File: src/rtl/video_sync_gen.sv
// Raster timing generator: pixel-strobe divider, h/v counters and registered sync/blanking outputs.
// Optional start-of-vblank interrupt (frame_irq/irq_ack) is built only when VSYNC_IRQ_EN is defined.
module video_sync_gen #(
  parameter int CLK_DIV   = 4,
  parameter int H_DISPLAY = 160,
  parameter int H_FRONT   = 8,
  parameter int H_SYNC    = 16,
  parameter int H_BACK    = 16,
  parameter int V_DISPLAY = 120,
  parameter int V_FRONT   = 2,
  parameter int V_SYNC    = 2,
  parameter int V_BACK    = 4,
  parameter int SYNC_POL  = 1
) (
  input  logic       clk,
  input  logic       reset_n,
`ifdef VSYNC_IRQ_EN
  input  logic       irq_ack,
  output logic       frame_irq,
`endif
  output logic       pix_ce,
  output logic [7:0] hpos,
  output logic [6:0] vpos,
  output logic       hsync,
  output logic       vsync,
  output logic       display_on
);

  localparam int H_TOTAL = H_DISPLAY + H_FRONT + H_SYNC + H_BACK;
  localparam int V_TOTAL = V_DISPLAY + V_FRONT + V_SYNC + V_BACK;

  if (CLK_DIV < 1 || H_TOTAL > 256 || V_TOTAL > 128) begin : g_bad_params
    $error("video_sync_gen: illegal divider or timing parameters");
  end

  localparam int DIV_W = (CLK_DIV > 1) ? $clog2(CLK_DIV) : 1;
  localparam logic [DIV_W-1:0] DIV_LAST = DIV_W'(CLK_DIV - 1);

  // 9/8-bit bounds so that sums reaching exactly 256/128 still compare correctly.
  localparam logic [7:0] H_LAST   = 8'(H_TOTAL - 1);
  localparam logic [6:0] V_LAST   = 7'(V_TOTAL - 1);
  localparam logic [8:0] H_DISP9  = 9'(H_DISPLAY);
  localparam logic [8:0] HS_START = 9'(H_DISPLAY + H_FRONT);
  localparam logic [8:0] HS_END   = 9'(H_DISPLAY + H_FRONT + H_SYNC);
  localparam logic [7:0] V_DISP8  = 8'(V_DISPLAY);
  localparam logic [7:0] VS_START = 8'(V_DISPLAY + V_FRONT);
  localparam logic [7:0] VS_END   = 8'(V_DISPLAY + V_FRONT + V_SYNC);

  logic [DIV_W-1:0] r_div;
  logic             r_pix_ce;
  logic [7:0]       r_hpos;
  logic [6:0]       r_vpos;
  logic             r_hs_act;
  logic             r_vs_act;
  logic             r_display_on;

  logic             w_tick;
  logic [7:0]       w_hpos_nxt;
  logic [6:0]       w_vpos_nxt;
  logic             w_hs_nxt;
  logic             w_vs_nxt;
  logic             w_de_nxt;

  assign w_tick = (r_div == DIV_LAST);

  always_ff @(posedge clk or negedge reset_n) begin
    if (!reset_n) begin
      r_div    <= '0;
      r_pix_ce <= 1'b0;
    end else begin
      r_div    <= w_tick ? '0 : r_div + 1'b1;
      r_pix_ce <= w_tick;
    end
  end

  always_comb begin
    w_hpos_nxt = r_hpos;
    w_vpos_nxt = r_vpos;
    if (w_tick) begin
      if (r_hpos == H_LAST) begin
        w_hpos_nxt = '0;
        w_vpos_nxt = (r_vpos == V_LAST) ? '0 : r_vpos + 7'd1;
      end else begin
        w_hpos_nxt = r_hpos + 8'd1;
      end
    end
  end

  // Decoding the next-state counters keeps sync/blanking aligned with hpos/vpos on the same edge.
  always_comb begin
    w_hs_nxt = ({1'b0, w_hpos_nxt} >= HS_START) && ({1'b0, w_hpos_nxt} < HS_END);
    w_vs_nxt = ({1'b0, w_vpos_nxt} >= VS_START) && ({1'b0, w_vpos_nxt} < VS_END);
    w_de_nxt = ({1'b0, w_hpos_nxt} < H_DISP9) && ({1'b0, w_vpos_nxt} < V_DISP8);
  end

  always_ff @(posedge clk or negedge reset_n) begin
    if (!reset_n) begin
      r_hpos       <= '0;
      r_vpos       <= '0;
      r_hs_act     <= 1'b0;
      r_vs_act     <= 1'b0;
      r_display_on <= 1'b1;
    end else begin
      r_hpos       <= w_hpos_nxt;
      r_vpos       <= w_vpos_nxt;
      r_hs_act     <= w_hs_nxt;
      r_vs_act     <= w_vs_nxt;
      r_display_on <= w_de_nxt;
    end
  end

  assign pix_ce     = r_pix_ce;
  assign hpos       = r_hpos;
  assign vpos       = r_vpos;
  assign hsync      = (SYNC_POL != 0) ? r_hs_act : ~r_hs_act;
  assign vsync      = (SYNC_POL != 0) ? r_vs_act : ~r_vs_act;
  assign display_on = r_display_on;

`ifdef VSYNC_IRQ_EN
  logic r_frame_irq;
  logic w_irq_set;

  // A new set on the acknowledging clock wins so a fresh vblank is never lost.
  assign w_irq_set = w_tick && (w_hpos_nxt == 8'd0) && ({1'b0, w_vpos_nxt} == V_DISP8);

  always_ff @(posedge clk or negedge reset_n) begin
    if (!reset_n) begin
      r_frame_irq <= 1'b0;
    end else if (w_irq_set) begin
      r_frame_irq <= 1'b1;
    end else if (irq_ack) begin
      r_frame_irq <= 1'b0;
    end
  end

  assign frame_irq = r_frame_irq;
`endif

endmodule

File: config.mk
export PLATFORM = sky130hd
export DESIGN_NAME = video_sync_gen
export DESIGN_NICKNAME = d
export VERILOG_FILES = /design/src/rtl/video_sync_gen.sv
export SDC_FILE = /design/constraint.sdc
export NUM_CORES = 1
export LEC_CHECK = 0
export CAP_MARGIN = 20
export CELL_PAD_IN_SITES_DETAIL_PLACEMENT = 0
export CELL_PAD_IN_SITES_GLOBAL_PLACEMENT = 1
export CORE_MARGIN = 3
export CORE_UTILIZATION = 35
export CTS_CLUSTER_DIAMETER = 30
export DETAILED_ROUTE_END_ITERATION = 7
export GPL_TIMING_DRIVEN = 0
export PLACE_DENSITY_LB_ADDON = 0.1
export SLEW_MARGIN = 20
export SYNTH_ARGS = -nofsm -noshare
export SYNTH_HDL_FRONTEND = slang
export SYNTH_SLANG_ARGS = --single-unit
File: constraint.sdc
create_clock -name clk -period 2.1 [get_ports clk]
set_input_delay 0.21 -clock clk [delete_from_list [all_inputs] [get_ports clk]]
set_output_delay 0.21 -clock clk [all_outputs]
set_load 0.01 [all_outputs]
# Word level (Yosys, flattened, before mapping)
# Cells that the tools add are included.
totals:
  reg_bits: 21
  output_inout_bits: 19
  word_cells: 28
op_classes:
  n_addsub: 3
  n_lt_le_gt_ge: 6
  eq_ne: 3
  mux: 6
  n_reduce_logical: 3
ops:
  columns: ["op", "n"]
  rows:
  - ["$mux 7", 3]
  - ["$lt 8x8->1 const B", 2]
  - ["$mux 8", 2]
  - ["$lt 7x7->1 const B", 2]
  - ["$add 8x1->8 const B", 1]
  - ["$eq 8x8->1 const B", 1]
  - ["$ge 8x8->1 const B", 1]
  - ["$add 7x1->7 const B", 1]
  - ["$eq 7x7->1 const B", 1]
  - ["$ge 7x7->1 const B", 1]
  - ["$logic_and 1x1->1", 3]
  - ["$add 2x1->2 const B", 1]
  - ["$eq 2x2->1 const B", 1]
  - ["$mux 2", 1]

# Logic depth before layout (Yosys ltp)
# Gate-level depths: netlist of run 1.
logic_depth:
  depth_word: 6
  mapped_depth: 8
  ltp_nobuf: 6

# Worst setup path after synthesis of run 1
# No wires, ideal clock.
synth_path:
  path_kind: "register to register"
  from: "register r_hpos[5], in the netlist hpos[5]"
  to: "register r_vs_act, in the netlist vsync"
  setup_ps: 111
  arrival_ps: 1906
  required_ps: 1989
  slack_ps: 82
  stages_incl_launch_ff: 8
  n_path_buf: 2
  period_less_slack_ps: 2018
  cell_sequence: "dfrtp_1 buf_6 or4b_4 buf_6 nor2_4 nand3b_1 a21o_1 a2111oi_2"
synth_via:
  elab_chain_cells: 5
  word_cells_on_any_way: 6
synth_lines:
  columns: ["item", "line", "rtl"]
  rows:
  - ["start: declaration", "51", "logic [7:0] r_hpos;"]
  - ["start signal: assignment", "104", "r_hpos <= w_hpos_nxt;"]
  - ["$eq 8x8->1 (*)", "80", "if (r_hpos == H_LAST) begin"]
  - ["$mux 7 (*)", "80", null]
  - ["$mux 7 (*)", "79", "if (w_tick) begin"]
  - ["$ge 7x7->1 or $lt 7x7->1 (tied branches)", "92", "w_vs_nxt = ({1'b0, w_vpos_nxt} >= VS_START) && ({1'b0, w_vpos_nxt} < VS_END);"]
  - ["$logic_and 1x1->1 (*)", "92", null]
  - ["named net w_vs_nxt", "61", "logic w_vs_nxt;"]
  - ["end signal: assignment", "107", "r_vs_act <= w_vs_nxt;"]
  - ["end: declaration", "54", "logic r_vs_act;"]
# Mark *: on every way through the listed nets, which the timed path passes. The rest lies on a longest branch.

# Worst setup path after layout of run 1
# Same ends and word-level chain as after synthesis.

==> flow_metrics.env, run 1 <==
export IMPL_reg2reg_slack_ps=60
export IMPL_setup_viol=0
export IMPL_cp_required_ps=2320
export IMPL_r2r_end="vsync"
export IMPL_ys_flop_type="dfrtp_1"
export IMPL_rsz0062_at_grt="yes"
export IMPL_cts_tree="yes"
export IMPL_maxCapViolations=0
export IMPL_async_flop_share=1.00
export IMPL_yosysTopAreaCellShare=0.454
export IMPL_clk_latency_ps=310
export IMPL_fmax_mhz=491
export IMPL_drv_slew=0
export IMPL_cellPowerDensity_mw_per_mm2=434
export IMPL_pwr_share_clk=0.326
export IMPL_slew_headroom=0.667
export IMPL_switching_share=0.224
export IMPL_fin_crit_ps=2040
export IMPL_worstMarginPinSlew_ps=498
export IMPL_syn_area_mm2=0.00110
export IMPL_grt_max_degree=22
export IMPL_start_util=0.383
export IMPL_finalPower_mw=0.618
export IMPL_drive_gt1_frac=0.178
export IMPL_worstPathMaxFanout=8
export IMPL_grt_overflow_total=0
export IMPL_antenna_found_initial=0
export IMPL_synth_common_cells="dfrtp_1 (20), nand2_1 (13), nor2_1 (8)"
export IMPL_grt_pass1_wl_mm=4.11
export IMPL_syn_inst=108
export IMPL_htree_levels=1
export IMPL_dp_slack_ps=-12.9
export IMPL_num_vias=882
export IMPL_status="finished, final reports clean"
export IMPL_num_rows=19
export IMPL_synth_most_common_cell="dfrtp_1"
export IMPL_clk_path_buf_depth=2
export IMPL_setup_tns_ps=0
export IMPL_drc=0
export IMPL_p_leak_nw=0.612
export IMPL_cts_sinks=21
export IMPL_drt_iter0_drc=37
export IMPL_numCtsBuffers=3
export IMPL_cts_hold_buf=0
export IMPL_ys_warnings_count=0
export IMPL_p_comb_frac=0.020
export IMPL_place_congestion=0.739
export IMPL_setup_slack_ps=63.2
export IMPL_synth_seq_area_share=0.478
export IMPL_nets=141
export IMPL_yosys_top_cells_area="dfrtp_1 (45%), xnor2_1 (4.8%), nand2_1 (4.4%), nand4_1 (4.0%), ha_1 (3.4%)"
export IMPL_finalHoldViolations=0
export IMPL_die_h_um=62.1
export IMPL_yosysUniqueCellTypes=34
export IMPL_clkSlewWorstSetupHoldPaths_ps=130
export IMPL_avgSynthCellArea_um2=10.2
export IMPL_critical_path_class="reg2reg"
export IMPL_wl_per_cell_um=13.0
export IMPL_placement_cell_area_mm2=0.00136
export IMPL_io_buffers=20
export IMPL_antenna_left=0
export IMPL_synth_edff_count=0
export IMPL_coreArea_mm2=0.00288
export IMPL_min_path_type="in2async"
export IMPL_grt_pass1_vias=927
export IMPL_fin_skew_ps=9.54
export IMPL_timing_rr_start="hpos[5]"
export IMPL_area_growth_syn_to_layout_pct=29.3
export IMPL_diodes=0
export IMPL_power_frac_seq=0.654
export IMPL_drt_first_pass_iters=4
export IMPL_endpoint_kind="flop"
export IMPL_p_switching_mw=0.139
export IMPL_fillers=270
export IMPL_die_area_mm2=0.00386
export IMPL_critPathLaunchType="flop"
export IMPL_die_width_um=62.1
export IMPL_fin_crit_sh=0.970
export IMPL_avgViaCountPerCell=4.98
export IMPL_syn_num_nets=113
export IMPL_wl_mm=2.30
export IMPL_cp_data_arrival_time_ps=2250
export IMPL_r2r_worst_path_cells=6
export IMPL_post_dp_hpwl_mm=1.63
export IMPL_synth_seq_cells=21
export IMPL_cts_root_buffer="clkbuf_4"
export IMPL_intPower_mw=0.480
export IMPL_yosys_area_top_type="dfrtp_1"
export IMPL_ir_worst_vdd_v=0.000242
export IMPL_grt_use_total=0.131
export IMPL_pin_count=21
export IMPL_stdcell_area_mm2=0.00143
power by group through the flow:
stage | clock network [mW] | logic (mW) | registers (mW)
floorplan | 0 | 0.000000225 | 0.412
global placement | 0 | 0.0100 | 0.412
detailed placement | 0 | 0.0101 | 0.412
CTS | 0.212 | 0.0101 | 0.404
global route | 0.229 | 0.0145 | 0.405
finish | 0.201 | 0.0125 | 0.404
per-stage QoR:
stage                     hold WS [ps]  instances   util
after floorplan                  -85.6        108      -
after global placement             415        170  0.471
after detailed placement           423        170  0.471
after CTS                          441        176  0.486
after global routing               235        177  0.495
final                              214        177  0.495
kinds of logic (layout without fill, tap and decap cells):
logic type                 count (synthesis)  count (layout)  share of synthesized area
buffers and inverters                     10              37                     0.0613
and+or+nand+nor                           45              45                      0.222
adders and majority gates                  3               3                     0.0341
xor gates and xnor gates                  10              10                     0.0863
DFF                                       21              21                      0.478
muxes                                      1               1                    0.00908
AOI/OAI and AO/OA                         18              18                      0.109
what timing repair did:
| item | in CTS | in global routing |
|---|---|---|
| endpoints found under the setup margin | 2 | 2 |
| setup buffers | 2 | 2 |
| gates resized for setup | 0 | 4 |
| pin swaps | 1 | 5 |
cells in the final DEF (no fill, tap or decap), types with 2 or more instances in the layout:
master	instances
inv_1	4
buf_4	5
ha_1	3
nand4_1	7
nor3_1	3
buf_6	2
o31ai_1	2
o21ai_0	5
clkbuf_4	4
dfrtp_1	19
xor2_1	3
clkdlybuf4s50_1	20
xnor2_1	6
nor2_1	8
a31oi_1	2
a21oi_1	3
nand3_1	6
nand2_1	13
worst max-delay path, stage by stage (launching register included):
cell and delay [ps]:
dfrtp_1 410, buf_6 140, or4b_4 570, nor2_4 200
nand3b_1 100, a21o_1 180, a2111oi_2 340
sequential cells by signal, summed over array words and instances (netlist names):
signal      count
display_on      1
hpos            8
hsync           1
pix_ce          1
r_div           2
vpos            7
vsync           1
layer usage:
metal	wire (um)	share of wire	up-vias	global-route usage
met4	44	0.019	0	0.0497
met1	1100	0.48	426	0.163
li1	-	-	431	-
met5	0	0	-	0
met3	85	0.037	5	0.0216
met2	1080	0.47	20	0.227
worst max-delay path by stage:
stage | end | depth (start not counted) | slack [ps] | from
final | vsync | 6 | 60 | hpos[5]
after global routing | vsync | 6 | -40 | hpos[5]
after CTS | vsync | 7 | 60 | hpos[5]
after detailed placement | vsync | 7 | -10 | hpos[5]
after global placement | vsync | 6 | -20 | hpos[3]
after floorplan | vsync | 7 | 80 | hpos[5]
area by class of cell:
type / instances / area [um^2] / area share
Multi-Input combinational cell: 77 / 519 / 0.364
Timing Repair Buffer: 25 / 245 / 0.172
Clock buffer: 3 / 22.5 / 0.0158
Tap cell: 42 / 52.6 / 0.0369
Clock inverter: 1 / 5.00 / 0.00351
Inverter: 4 / 15.0 / 0.0105
Sequential cell: 21 / 528 / 0.370
Buffer: 4 / 37.5 / 0.0263
(Power assumes the default switching activity.)
==> inputs of run 2 (changes only) <==
--- a/config.mk
+++ b/config.mk
@@ -8,10 +8,12 @@
 export CAP_MARGIN = 20
 export CELL_PAD_IN_SITES_DETAIL_PLACEMENT = 0
 export CELL_PAD_IN_SITES_GLOBAL_PLACEMENT = 1
+export CORE_ASPECT_RATIO = 0.7
 export CORE_MARGIN = 3
-export CORE_UTILIZATION = 35
+export CORE_UTILIZATION = 42
 export CTS_CLUSTER_DIAMETER = 30
 export DETAILED_ROUTE_END_ITERATION = 7
+export DONT_BUFFER_PORTS = 1
 export GPL_TIMING_DRIVEN = 0
 export PLACE_DENSITY_LB_ADDON = 0.1
 export SLEW_MARGIN = 20
==> run 2 against run 1 <==
Against the previous run:
- final cell count is 15% lower
- sequential share of layout area is 4.2 points higher
- sequential power hardly changed
- largest power group unchanged
- flip-flop and latch count stayed put
- routed wire length is 1.2% higher
- highest routed layer unchanged
- power is 10% higher
- critical path depth is 1 higher
- first-iteration DRC count is 140% higher
==> flow_metrics.env, run 2 (synthesized netlist as in run 1, its figures left out) <==
export IMPL_antenna_found_initial=0
export IMPL_drt_iter0_drc=88
export IMPL_worstPathMaxFanout=6
export IMPL_crit_path_start="hpos[5]"
export IMPL_wl_mm=2.33
export IMPL_endpoint_kind="flop"
export IMPL_grt_max_degree=22
export IMPL_layoutNonFillerInstCount=150
export IMPL_rsz0062_at_grt="yes"
export IMPL_fin_crit_ps=2080
export IMPL_htree_levels=1
export IMPL_io_buffers=0
export IMPL_clk_latency_ps=260
export IMPL_fin_skew_ps=3.66
export IMPL_antenna_left=0
export IMPL_final_util=0.554
export IMPL_coreArea_mm2=0.00231
export IMPL_fmax_mhz=481
export IMPL_routed_top_layer="met4"
export IMPL_place_congestion=0.734
export IMPL_crit_end="display_on"
export IMPL_grt_pass1_vias=727
export IMPL_status="finished, final reports clean"
export IMPL_diodes=0
export IMPL_wl_per_cell_um=15.5
export IMPL_cts_root_buffer="clkbuf_8"
export IMPL_slew_headroom=0.749
export IMPL_clkSlewWorstSetupHoldPaths_ps=70
export IMPL_finalPower_mw=0.681
export IMPL_p_leak_nw=0.567
export IMPL_cp_data_arrival_time_ps=2280
export IMPL_drt_first_pass_iters=4
export IMPL_holdWs_ps=297
export IMPL_avgViaCountPerCell=5.43
export IMPL_num_vias=814
export IMPL_ir_worst_vdd_v=0.000393
export IMPL_critical_path_class="reg2reg"
export IMPL_post_dp_hpwl_mm=1.64
export IMPL_layout_cells_most_common_list="dfrtp_1 (19), nand2_1 (13), nor2_1 (8)"
export IMPL_grt_use_total=0.159
export IMPL_start_util=0.477
export IMPL_r2r_end="display_on"
export IMPL_die_width_um=67.2
export IMPL_cellPowerDensity_mw_per_mm2=532
export IMPL_setup_slack_ps=19.1
export IMPL_critPathLaunchType="flop"
export IMPL_maxCapViolations=0
export IMPL_drive_gt1_frac=0.212
export IMPL_grt_pass1_wl_mm=3.86
export IMPL_drv_slew=0
export IMPL_dp_cells=140
export IMPL_worstMarginPinSlew_ps=375
export IMPL_num_rows=14
export IMPL_largest_register_ffs=8
export IMPL_layout_commonest_cell="dfrtp_1"
export IMPL_numCtsBuffers=3
export IMPL_r2r_worst_path_cells=7
export IMPL_grt_overflow_total=0
export IMPL_area_growth_syn_to_layout_pct=16.1
export IMPL_min_path_type="in2async"
export IMPL_finalHoldViolations=0
export IMPL_dp_slack_ps=-87.2
export IMPL_nets=124
export IMPL_timing_rr_start="hpos[5]"
export IMPL_pin_count=21
export IMPL_cts_sinks=21
export IMPL_reg2reg_slack_ps=20
export IMPL_die_h_um=48.9
export IMPL_drc=0
export IMPL_drt_met1_wl_mm=1.26
export IMPL_cp_required_ps=2300
export IMPL_met2_length_um=882
export IMPL_wl_met3_um=178
export IMPL_fin_crit_sh=0.991
export IMPL_die_area_mm2=0.00328
export IMPL_cts_tree="yes"
export IMPL_clk_path_buf_depth=2
export IMPL_setup_viol=0
[run 2: cell types whose count changed in the layout (fill, tap and decap cells not counted)]
| cell | previous run | this run |
|---|---|---|
| clkbuf_4 | 4 | 1 |
| clkbuf_8 | 0 | 3 |
| buf_4 | 5 | 7 |
| dlygate4sd3_1 | 0 | 1 |
| buf_16 | 0 | 1 |
| clkbuf_1 | 0 | 1 |
| buf_8 | 1 | 0 |
| clkinv_2 | 1 | 0 |
| clkdlybuf4s50_1 | 20 | 0 |
| a2111oi_2 | 1 | 0 |
| a2111oi_4 | 0 | 1 |
[run 2: where the power goes]
part	internal (mW)	switching, mW	total, mW	leakage [nW]
Clock	0.135	0.127	0.262	0.0228
Combinational	0.00643	0.00868	0.0151	0.269
Sequential	0.404	0	0.404	0.275
[run 2: how the worst min path moves through the flow]
stage | start | end | cells past startpoint
after floorplan | reset_n | hpos[0] | 0
after global placement | reset_n | hpos[2] | 0
after detailed placement | reset_n | hpos[2] | 0
after CTS | r_div[0] | r_div[0] | 1
after global routing | reset_n | hpos[4] | 1
final | reset_n | r_div[0] | 1
[run 2: worst max-delay path, cell delays in order, from the launching register on]
cell	delay, ps
dfrtp_1	430
buf_6	150
or4b_4	570
nor2_4	200
buf_4	150
nand3_1	80
a21oi_2	250
o32a_1	200
[run 2: cell type report]
cell class / count / area (um^2)
flip-flops and latches: 21 / 528
inverters: 4 / 15.0
clock buffers: 4 / 45.0
fillers: 225 / 1030
well taps: 32 / 40.0
repair buffers: 8 / 82.6
multi-input cells: 77 / 532
plain buffers: 4 / 37.5
[run 2: per-layer routing]
metal,up-vias,global-route usage
met3,2,0.0829
met5,-,0
met1,379,0.241
li1,406,-
met4,0,0.0202
met2,27,0.201
[run 2: metrics by stage]
step | TNS (ps) | cell area [um^2]
floorplan | 0 | 1100
global placement | -126 | 1140
detailed placement | -97.0 | 1140
CTS | -7.58 | 1210
global route | -149 | 1280
finish | 0 | 1280
[run 2: repair_timing]
| action | 4_1_cts | 5_1_grt |
|---|---|---|
| hold endpoints to repair | 21 | 0 |
| pin swaps | 2 | 4 |
| setup buffers | 2 | 4 |
| resized for setup | 0 | 5 |
| gates cloned | 0 | 0 |
| setup endpoints to repair | 2 | 4 |
| hold buffers | 1 | 0 |
